<file path="src/rtl/dma_pkg.sv">
// Shared definitions for the single-channel DMA word controller:
// widths, direction constants and FSM state encoding.
package dma_pkg;

  localparam int WORD_W = 16;
  localparam int ADDR_W = 15;

  localparam logic DMA_RD = 1'b1;
  localparam logic DMA_WR = 1'b0;

  typedef enum logic [2:0] {
    IDLE,
    WAIT_DEV,
    MEM_ACC,
    RD_DATA,
    WR_RESP,
    ACK,
    GAP,
    DONE
  } dma_state_e;

endpackage

</file>
<file path="src/rtl/dma_addr_cnt.sv">
// Memory word address register and remaining-word counter for one transfer.
// The address wraps silently at the top of the 15-bit word space.
module dma_addr_cnt
  import dma_pkg::*;
(
  input  logic              clk,
  input  logic              reset,
  input  logic              i_load,
  input  logic              i_step,
  input  logic [ADDR_W-1:0] i_addr,
  input  logic [WORD_W-1:0] i_count,
  output logic [ADDR_W-1:0] o_addr,
  output logic              o_last,
  output logic              o_zero
);

  logic [ADDR_W-1:0] r_addr;
  logic [WORD_W-1:0] r_count;

  // NOTE: state registers use non-blocking assignments so every flop samples
  // pre-edge values regardless of process evaluation order.
  always_ff @(posedge clk) begin
    if (!reset) begin
      r_addr  <= '0;
      r_count <= '0;
    end else if (i_load) begin
      r_addr  <= i_addr;
      r_count <= i_count;
    end else if (i_step) begin
      r_addr  <= r_addr + 1'b1;
      r_count <= r_count - 1'b1;
    end
  end

  assign o_addr = r_addr;
  assign o_last = (r_count == WORD_W'(1));
  assign o_zero = (r_count == '0);

endmodule

</file>
<file path="src/rtl/dma_word_controller.sv">
// Single-device DMA engine: moves 16-bit words between a peripheral and
// memory over the openMSP430 DMA master port, paced by the device's dev_ack.
module dma_word_controller
  import dma_pkg::*;
#(
  parameter logic PRIORITY    = 1'b0,
  parameter int   GAP_CYCLES  = 1,
  parameter int   ACK_TIMEOUT = 0
) (
  input  logic              clk,
  input  logic              reset,
  input  logic              dma_rqst,
  input  logic              dma_rd_wr,
  input  logic [WORD_W-1:0] dma_start_address,
  input  logic [WORD_W-1:0] dma_num_words,
  input  logic              dev_ack,
  input  logic [WORD_W-1:0] dev_data_in,
  output logic [WORD_W-1:0] dev_data_out,
  output logic              dma_ack,
  output logic              dma_end_flag,
  output logic              dma_error,
  output logic [ADDR_W-1:0] dma_addr,
  output logic [WORD_W-1:0] dma_din,
  output logic              dma_en,
  output logic [1:0]        dma_we,
  output logic              dma_priority,
  input  logic [WORD_W-1:0] dma_dout,
  input  logic              dma_ready,
  input  logic              dma_resp
);

  dma_state_e        r_state;
  dma_state_e        w_next;
  logic              r_dir;
  logic              r_err;
  logic [WORD_W-1:0] r_cnt;
  logic [WORD_W-1:0] r_din;
  logic [WORD_W-1:0] r_dout;

  logic              w_load;
  logic              w_step;
  logic              w_set_err;
  logic              w_cap_din;
  logic              w_cap_dout;
  logic              w_last;
  logic              w_zero;
  logic [ADDR_W-1:0] w_addr;
  logic              w_unused;

  // Byte address bit 0 carries no information for word transfers.
  assign w_unused = dma_start_address[0];

  dma_addr_cnt u_addr_cnt (
    .clk     (clk),
    .reset   (reset),
    .i_load  (w_load),
    .i_step  (w_step),
    .i_addr  (dma_start_address[WORD_W-1:1]),
    .i_count (dma_num_words),
    .o_addr  (w_addr),
    .o_last  (w_last),
    .o_zero  (w_zero)
  );

  // NOTE: every signal gets a default before the case so no path can leave
  // one unassigned and infer a latch.
  always_comb begin
    w_next     = r_state;
    w_load     = 1'b0;
    w_step     = 1'b0;
    w_set_err  = 1'b0;
    w_cap_din  = 1'b0;
    w_cap_dout = 1'b0;
    unique case (r_state)
      IDLE: if (dma_rqst) begin
        w_load = 1'b1;
        w_next = (dma_num_words == '0) ? DONE : WAIT_DEV;
      end
      WAIT_DEV: begin
        // A request drop beats a simultaneous dev_ack.
        if (!dma_rqst) begin
          w_next = IDLE;
        end else if (dev_ack) begin
          w_cap_din = (r_dir == DMA_WR);
          w_next    = MEM_ACC;
        end else if (ACK_TIMEOUT != 0 && r_cnt == WORD_W'(ACK_TIMEOUT - 1)) begin
          w_set_err = 1'b1;
          w_next    = DONE;
        end
      end
      MEM_ACC: if (dma_ready) w_next = (r_dir == DMA_RD) ? RD_DATA : WR_RESP;
      RD_DATA: begin
        w_cap_dout = 1'b1;
        w_set_err  = dma_resp;
        w_next     = dma_resp ? DONE : ACK;
      end
      WR_RESP: begin
        w_set_err = dma_resp;
        w_next    = dma_resp ? DONE : ACK;
      end
      ACK: begin
        w_step = 1'b1;
        if (!dma_rqst)   w_next = IDLE;
        else if (w_last) w_next = DONE;
        else             w_next = GAP;
      end
      GAP: begin
        if (!dma_rqst)                                  w_next = IDLE;
        else if (r_cnt == WORD_W'(GAP_CYCLES - 1)) w_next = w_zero ? DONE : WAIT_DEV;
      end
      DONE: if (!dma_rqst) w_next = IDLE;
      default: w_next = IDLE;
    endcase
  end

  always_ff @(posedge clk) begin
    if (!reset) begin
      r_state <= IDLE;
      r_dir   <= DMA_WR;
      r_err   <= 1'b0;
      r_cnt   <= '0;
      r_din   <= '0;
      r_dout  <= '0;
    end else begin
      r_state <= w_next;
      // Shared cycle counter for the gap and the dev_ack timeout; restarts on
      // every state change.
      r_cnt   <= (w_next != r_state) ? '0 : r_cnt + 1'b1;
      if (w_load)          r_dir <= dma_rd_wr;
      if (w_set_err)       r_err <= 1'b1;
      else if (w_load)     r_err <= 1'b0;
      if (w_cap_din)       r_din <= dev_data_in;
      if (w_cap_dout)      r_dout <= dma_dout;
    end
  end

  assign dma_en       = (r_state == MEM_ACC);
  assign dma_we       = (r_state == MEM_ACC && r_dir == DMA_WR) ? 2'b11 : 2'b00;
  assign dma_ack      = (r_state == ACK);
  assign dma_end_flag = (r_state == DONE);
  assign dma_error    = (r_state == DONE) && r_err;
  assign dma_priority = PRIORITY;
  assign dma_addr     = w_addr;
  assign dma_din      = r_din;
  assign dev_data_out = r_dout;

endmodule

</file>
<file path="config.mk">
export PLATFORM = sky130hd
export DESIGN_NAME = dma_word_controller
export DESIGN_NICKNAME = d
export VERILOG_FILES = /design/src/rtl/dma_pkg.sv /design/src/rtl/dma_addr_cnt.sv /design/src/rtl/dma_word_controller.sv
export SDC_FILE = /design/constraint.sdc
export NUM_CORES = 1
export LEC_CHECK = 0
export BUFFER_PORTS_ARGS = -buffer_cell sky130_fd_sc_hd__buf_2
export CORE_ASPECT_RATIO = 1.1
export CORE_MARGIN = 2
export CORE_UTILIZATION = 45
export CTS_CLUSTER_SIZE = 20
export DETAILED_ROUTE_END_ITERATION = 10
export PLACE_DENSITY = 0.76
export SLEW_MARGIN = 10
export SYNTH_ARGS = -nofsm -noshare
export SYNTH_HDL_FRONTEND = slang
export SYNTH_SLANG_ARGS = --single-unit
</file>
<file path="constraint.sdc">
create_clock -name clk -period 5.4 [get_ports clk]
set_input_delay 0.81 -clock clk [delete_from_list [all_inputs] [get_ports clk]]
set_output_delay 0.81 -clock clk [all_outputs]
set_load 0.05 [all_outputs]
</file>
# == Word-level counts from Yosys, hierarchy flattened ==
# Index checks and enable logic that the tools add are counted.
# word_totals
reg_bits,84
input_bits,71
elab_cells,61
# classes
n_addsub,3
eq_ne,9
n_mux,29
bitwise_logic,2
reduce_logical,10
# op_table
cell,n
$logic_not A16 Y1,3
$mux W3,11
$mux W16,2
$mux W15,2
$pmux W3 S7,1
$add A16 B1 Y16 const B,1
$eq A16 B1 Y1 const B,1
$sub A16 B1 Y16 const B,1
$add A15 B1 Y15 const B,1
$eq A3 B3 Y1 const B,4
$mux W1,11
$eq A3 B2 Y1 const B,2
$mux W2,2
$reduce_bool A2 Y1,2
$reduce_or A2 Y1,2
$eq A3 B1 Y1 const B,1
$logic_not A3 Y1,1
$ne A3 B3 Y1,1
$logic_and A1 B1 Y1,2
$not A1 Y1,2

# == Logic depth before layout (Yosys ltp) ==
# depth
ltp_word,7
mapped_depth,9

# == Cells and area by module ==
# From an unflattened synthesis, not the netlist that was laid out.
# unflattened
cells_unflattened,513
hier_area_um2,4264.1
# modules_own_cells
mod,n_inst,cells_each,area_per_inst_um2
dma_word_controller,1,311,2578.7
dma_addr_cnt,1,202,1685.4

# == Least setup slack after synthesis ==
# No wires, ideal clock.
# synth_timing
path_kind,register -> output
start,reg r_state[2]
end,out dma_we[1]
arrival_time_ns,2.233
t_required_ns,4.590
slack_ns,2.357
stages_incl_launch_ff,6
n_path_buf,3
path_cell_list,dfxtp_1 -> buf_4 -> clkbuf_1 -> nand2b_1 -> nor3_1 -> buf_4
# synth_via
elab_chain_cells,3
# synth_lines
element,line_no,rtl
start: declaration,dma_word_controller.sv:32,dma_state_e r_state;
start signal: assignment,dma_word_controller.sv:125,r_state <= w_next;
$eq A3 B2 Y1,dma_word_controller.sv:138,assign dma_we = (r_state == MEM_ACC && r_dir == DMA_WR) ? 2'b11 : 2'b00;
$logic_and A1 B1 Y1,dma_word_controller.sv:138,
$mux W2,dma_word_controller.sv:138,
end: declaration,dma_word_controller.sv:25,"output logic [1:0] dma_we,"
# No other way between the ends.

# == Worst setup path after layout ==
# layout_timing
start,reg r_state[0]
end,out dma_ack
# layout_via
elab_chain_cells,1
# layout_lines
element,line_no,rtl
$eq A3 B3 Y1,dma_word_controller.sv:139,assign dma_ack = (r_state == ACK);
end: declaration,dma_word_controller.sv:19,"output logic dma_ack,"
# No other way between the ends.

==> run_results.csv <==
group,metric,value,unit
run_status,outcome,"finished clean",
yosys,ys_ff_latch,84,
power_and_ir_drop,clkPwrFrac,37.2,%
yosys,synth_edf_count,0,
routing,viasPerCell,5.52,
routing,drcViolationCount,0,
timing,fmax,278,MHz
timing,relSlewSlack,24.4,%
worst_setup_path,crit_fanout,26,
cells_and_area,area_growth,20.3,%
floorplan,dieArea,0.00997,mm^2
yosys,ys_top_cells_by_area,"dfxtp_1 (41%), a21oi_1 (6.2%), nand2_1 (5.6%)",
placed_design,place.gp.congestion,0.864,
clock_network,post-cts-setup-buffers,0,
clock_network,cts_hold_buffers,0,
worst_setup_path,start_kind,"flop",
clock_network,htree_levels,3,
power_and_ir_drop,sequentialPowerShare,46.8,%
placed_design,placed_area,0.00474,mm^2
routing,drtIter0Drc,260,
timing,worst_pin_slew,1.13,ns
yosys,async_flop_share,0,%
floorplan,initial_core_util,46.4,%
clock_network,cts.clk_slew.worst_paths,0.09,ns
global_route,grt_pass1_wl,17000,um
global_route,antenna_found_initial,0,
worst_setup_path,critical_path.max_stage_delay,0.79,ns
timing,final.setup.tns,0,ns
yosys,synth_area_per_cell,8.32,um^2
timing,report.final.hold_viol_count,0,
placed_design,dp_hpwl,7400,um
job,drv_cap,0,
worst_setup_path,crit_type,"flop to output pin",
placed_design,dp_slack,2.20,ns
cells_and_area,fillers,833,
cells_and_area,drive_gt1_share,26.4,%
worst_setup_path,worst_setup_path_end_kind,"output pin",
yosys,synthCells,497,
clock_network,insertion_delay,0.35,ns
yosys,synth_flop_cell,"dfxtp_1",
yosys,yosysMostFrequentCell,"dfxtp_1",
yosys,synth_nets,574,
placed_design,placedCellCount,703,
clock_network,cts_made_buffers,9,
cells_and_area,layoutNonFillerInstCount,717,
cells_and_area,final_area,0.00497,mm^2
worst_setup_path,cp_slowest_cell,"nand3b_1",
cells_and_area,antenna_cells,0,
cells_and_area,multiInputGateArea,0.00225,mm^2
floorplan,fp.dieH,105,um
routing,ant_nets,0,
global_route,grt_max_degree,67,
clock_network,clockBufferDepth,2,
routing,wl_per_cell,14.5,um
yosys,synth_commonest_cells,"dfxtp_1 (84), nand2_1 (62), nor2_1 (58)",
power_and_ir_drop,ir_worst_vdd,0.000180,V
clock_network,cts-root-buf,"clkbuf_8",
yosys,ys_types,54,
timing,finalWorstPathRequiredPeriod,3.60,ns
worst_setup_path,crit_chain,"nand3b_1, inv_1, buf_2",
clock_network,ctsResizeCount,0,
clock_network,clkSinkCount,84,
yosys,seq_area_frac_synth,40.7,%
yosys,yosysWarningCount,0,
cells_and_area,nets,677,
timing,final_max_slew_viol_count,0,
timing,rsz0062_at_grt,"no",
power_and_ir_drop,switching_share,27.6,%
power_and_ir_drop,p_leak,2.16,nW
floorplan,pin_count,125,
timing,fin_ws,1.80,ns
power_and_ir_drop,p_comb_share,15.9,%
timing,setup_violations,0,
cells_and_area,seqCellArea,0.00168,mm^2
hold_path,hp-class,"flop to flop",
floorplan,fp.coreArea,0.00892,mm^2
worst_setup_path,required,4.59,ns
yosys,synth_top_area_share,40.7,%
power_and_ir_drop,p_sw,0.000398,W
floorplan,die_w,95.4,um
floorplan,rows,36,
yosys,netlist_area,0.00414,mm^2
routing,dr.pass1.iters,4,
timing,skew,0.0105,ns
power_and_ir_drop,p_int,0.00104,W
global_route,grt-ovfl-total,0,
clock_network,cts_tree,"done",
global_route,grt_pass1_vias,3790,
yosys,synth_area_leader_cell,"dfxtp_1",
worst_setup_path,cp.arrival,2.79,ns
timing,fin_crit_sh,66.6,%
global_route,track_usage,21.1,%
power_and_ir_drop,p_per_area,289,mW/mm^2
placed_design,port_buffers,122,
routing,drt-total-wl,10400,um
routing,vias,3961,
-- critical path: cells and delay by family (launching register included) --
family / cells / cell delay (ns)
buffers and inverters: 2 / 1.00
AND/OR/NAND/NOR: 1 / 0.79
flip-flops: 1 / 0.65
-- final timing paths --
path | cells after the start | to | slack (ns) | from
setup reg to reg | 5 | u_addr_cnt.r_count[3]$_SDFFE_PN0P_ | 2.18 | r_state[1]$_SDFF_PN0_
hold / removal | 2 | dev_data_out[4]$_SDFFE_PN0N_ | 0.46 | dev_data_out[4]$_SDFFE_PN0N_
setup / recovery | 3 | dma_ack | 1.80 | r_state[0]$_SDFF_PN0_
hold reg to reg | 2 | dev_data_out[4]$_SDFFE_PN0N_ | 0.46 | dev_data_out[4]$_SDFFE_PN0N_
-- power groups by stage --
stage	registers, W	clock network, W	logic [W]
after floorplan	0.000719	0	0.000136
after global placement	0.000686	0	0.000224
after detailed placement	0.000687	0	0.000229
after CTS	0.000673	0.000546	0.000230
after global routing	0.000678	0.000570	0.000249
final	0.000674	0.000535	0.000229
-- state kept, by name, indices dropped and copies added (netlist names) --
register,flops
dev_data_out,16
u_addr_cnt.r_count,16
u_addr_cnt.o_addr,15
r_dir,1
dma_din,16
r_err,1
r_cnt,16
r_state,3
-- stage by stage --
stage / hold WS (ns) / power, W / util [%]
2_1_floorplan: 0.432 / 0.000855 / -
3_3_place_gp: 0.438 / 0.000910 / 53.1
3_5_place_dp: 0.449 / 0.000917 / 53.1
4_1_cts: 0.460 / 0.00145 / 55.8
5_1_grt: 0.478 / 0.00150 / 55.8
6_report: 0.457 / 0.00144 / 55.8
-- layer usage --
layer	up-vias	track usage (%)	wire, um
li1	1959	-	-
met1	1861	24.9	4270
met2	130	36.1	5310
met3	11	5.05	650
met4	0	8.78	184
met5	-	0	0
-- logic make-up (layout without fill, tap and decap cells) --
| logic type | count (synthesis) | after routing | synth area share (%) |
|---|---|---|---|
| flip-flops | 84 | 84 | 40.7 |
| adder cells (fa/ha/maj) | 6 | 6 | 1.82 |
| other | 1 | 1 | 0.0907 |
| multiplexers | 18 | 18 | 4.36 |
| AO/OA/AOI/OAI | 109 | 109 | 16.5 |
| XOR/XNOR | 19 | 19 | 4.48 |
| buffers and inverters | 42 | 148 | 4.84 |
| AND/OR/NAND/NOR | 218 | 218 | 27.3 |
-- layout by cell type, fill, tap and decap left out, drive strengths merged, types with 2 or more instances in the layout --
| cell type | n |
|---|---|
| a221oi | 8 |
| a311oi | 2 |
| or4 | 2 |
| clkbuf | 10 |
| o21ai | 20 |
| nor2 | 59 |
| nand4 | 2 |
| buf | 123 |
| nor4 | 9 |
| o211ai | 6 |
| nor2b | 6 |
| xor2 | 4 |
| nand3 | 17 |
| nand2 | 62 |
| xnor2 | 15 |
| nor4b | 2 |
| a21oi | 51 |
| o311ai | 2 |
| a31oi | 5 |
| dfxtp | 84 |
| inv | 11 |
| a22oi | 4 |
| and2 | 2 |
| and3 | 7 |
| ha | 6 |
| or3 | 4 |
| mux2i | 18 |
| bufinv | 3 |
| nor3b | 4 |
| nor3 | 33 |
| nand3b | 3 |
| nand2b | 3 |
| a32oi | 3 |
| a211oi | 2 |
-- final cells by class --
type / count / area share [%]
Clock buffer: 10 / 2.77
Clock inverter: 4 / 1.99
Inverter: 11 / 0.830
Multi-Input combinational cell: 371 / 45.3
Sequential cell: 84 / 33.8
Tap cell: 114 / 2.87
Timing Repair Buffer: 123 / 12.4
(Power assumes the default switching activity.)
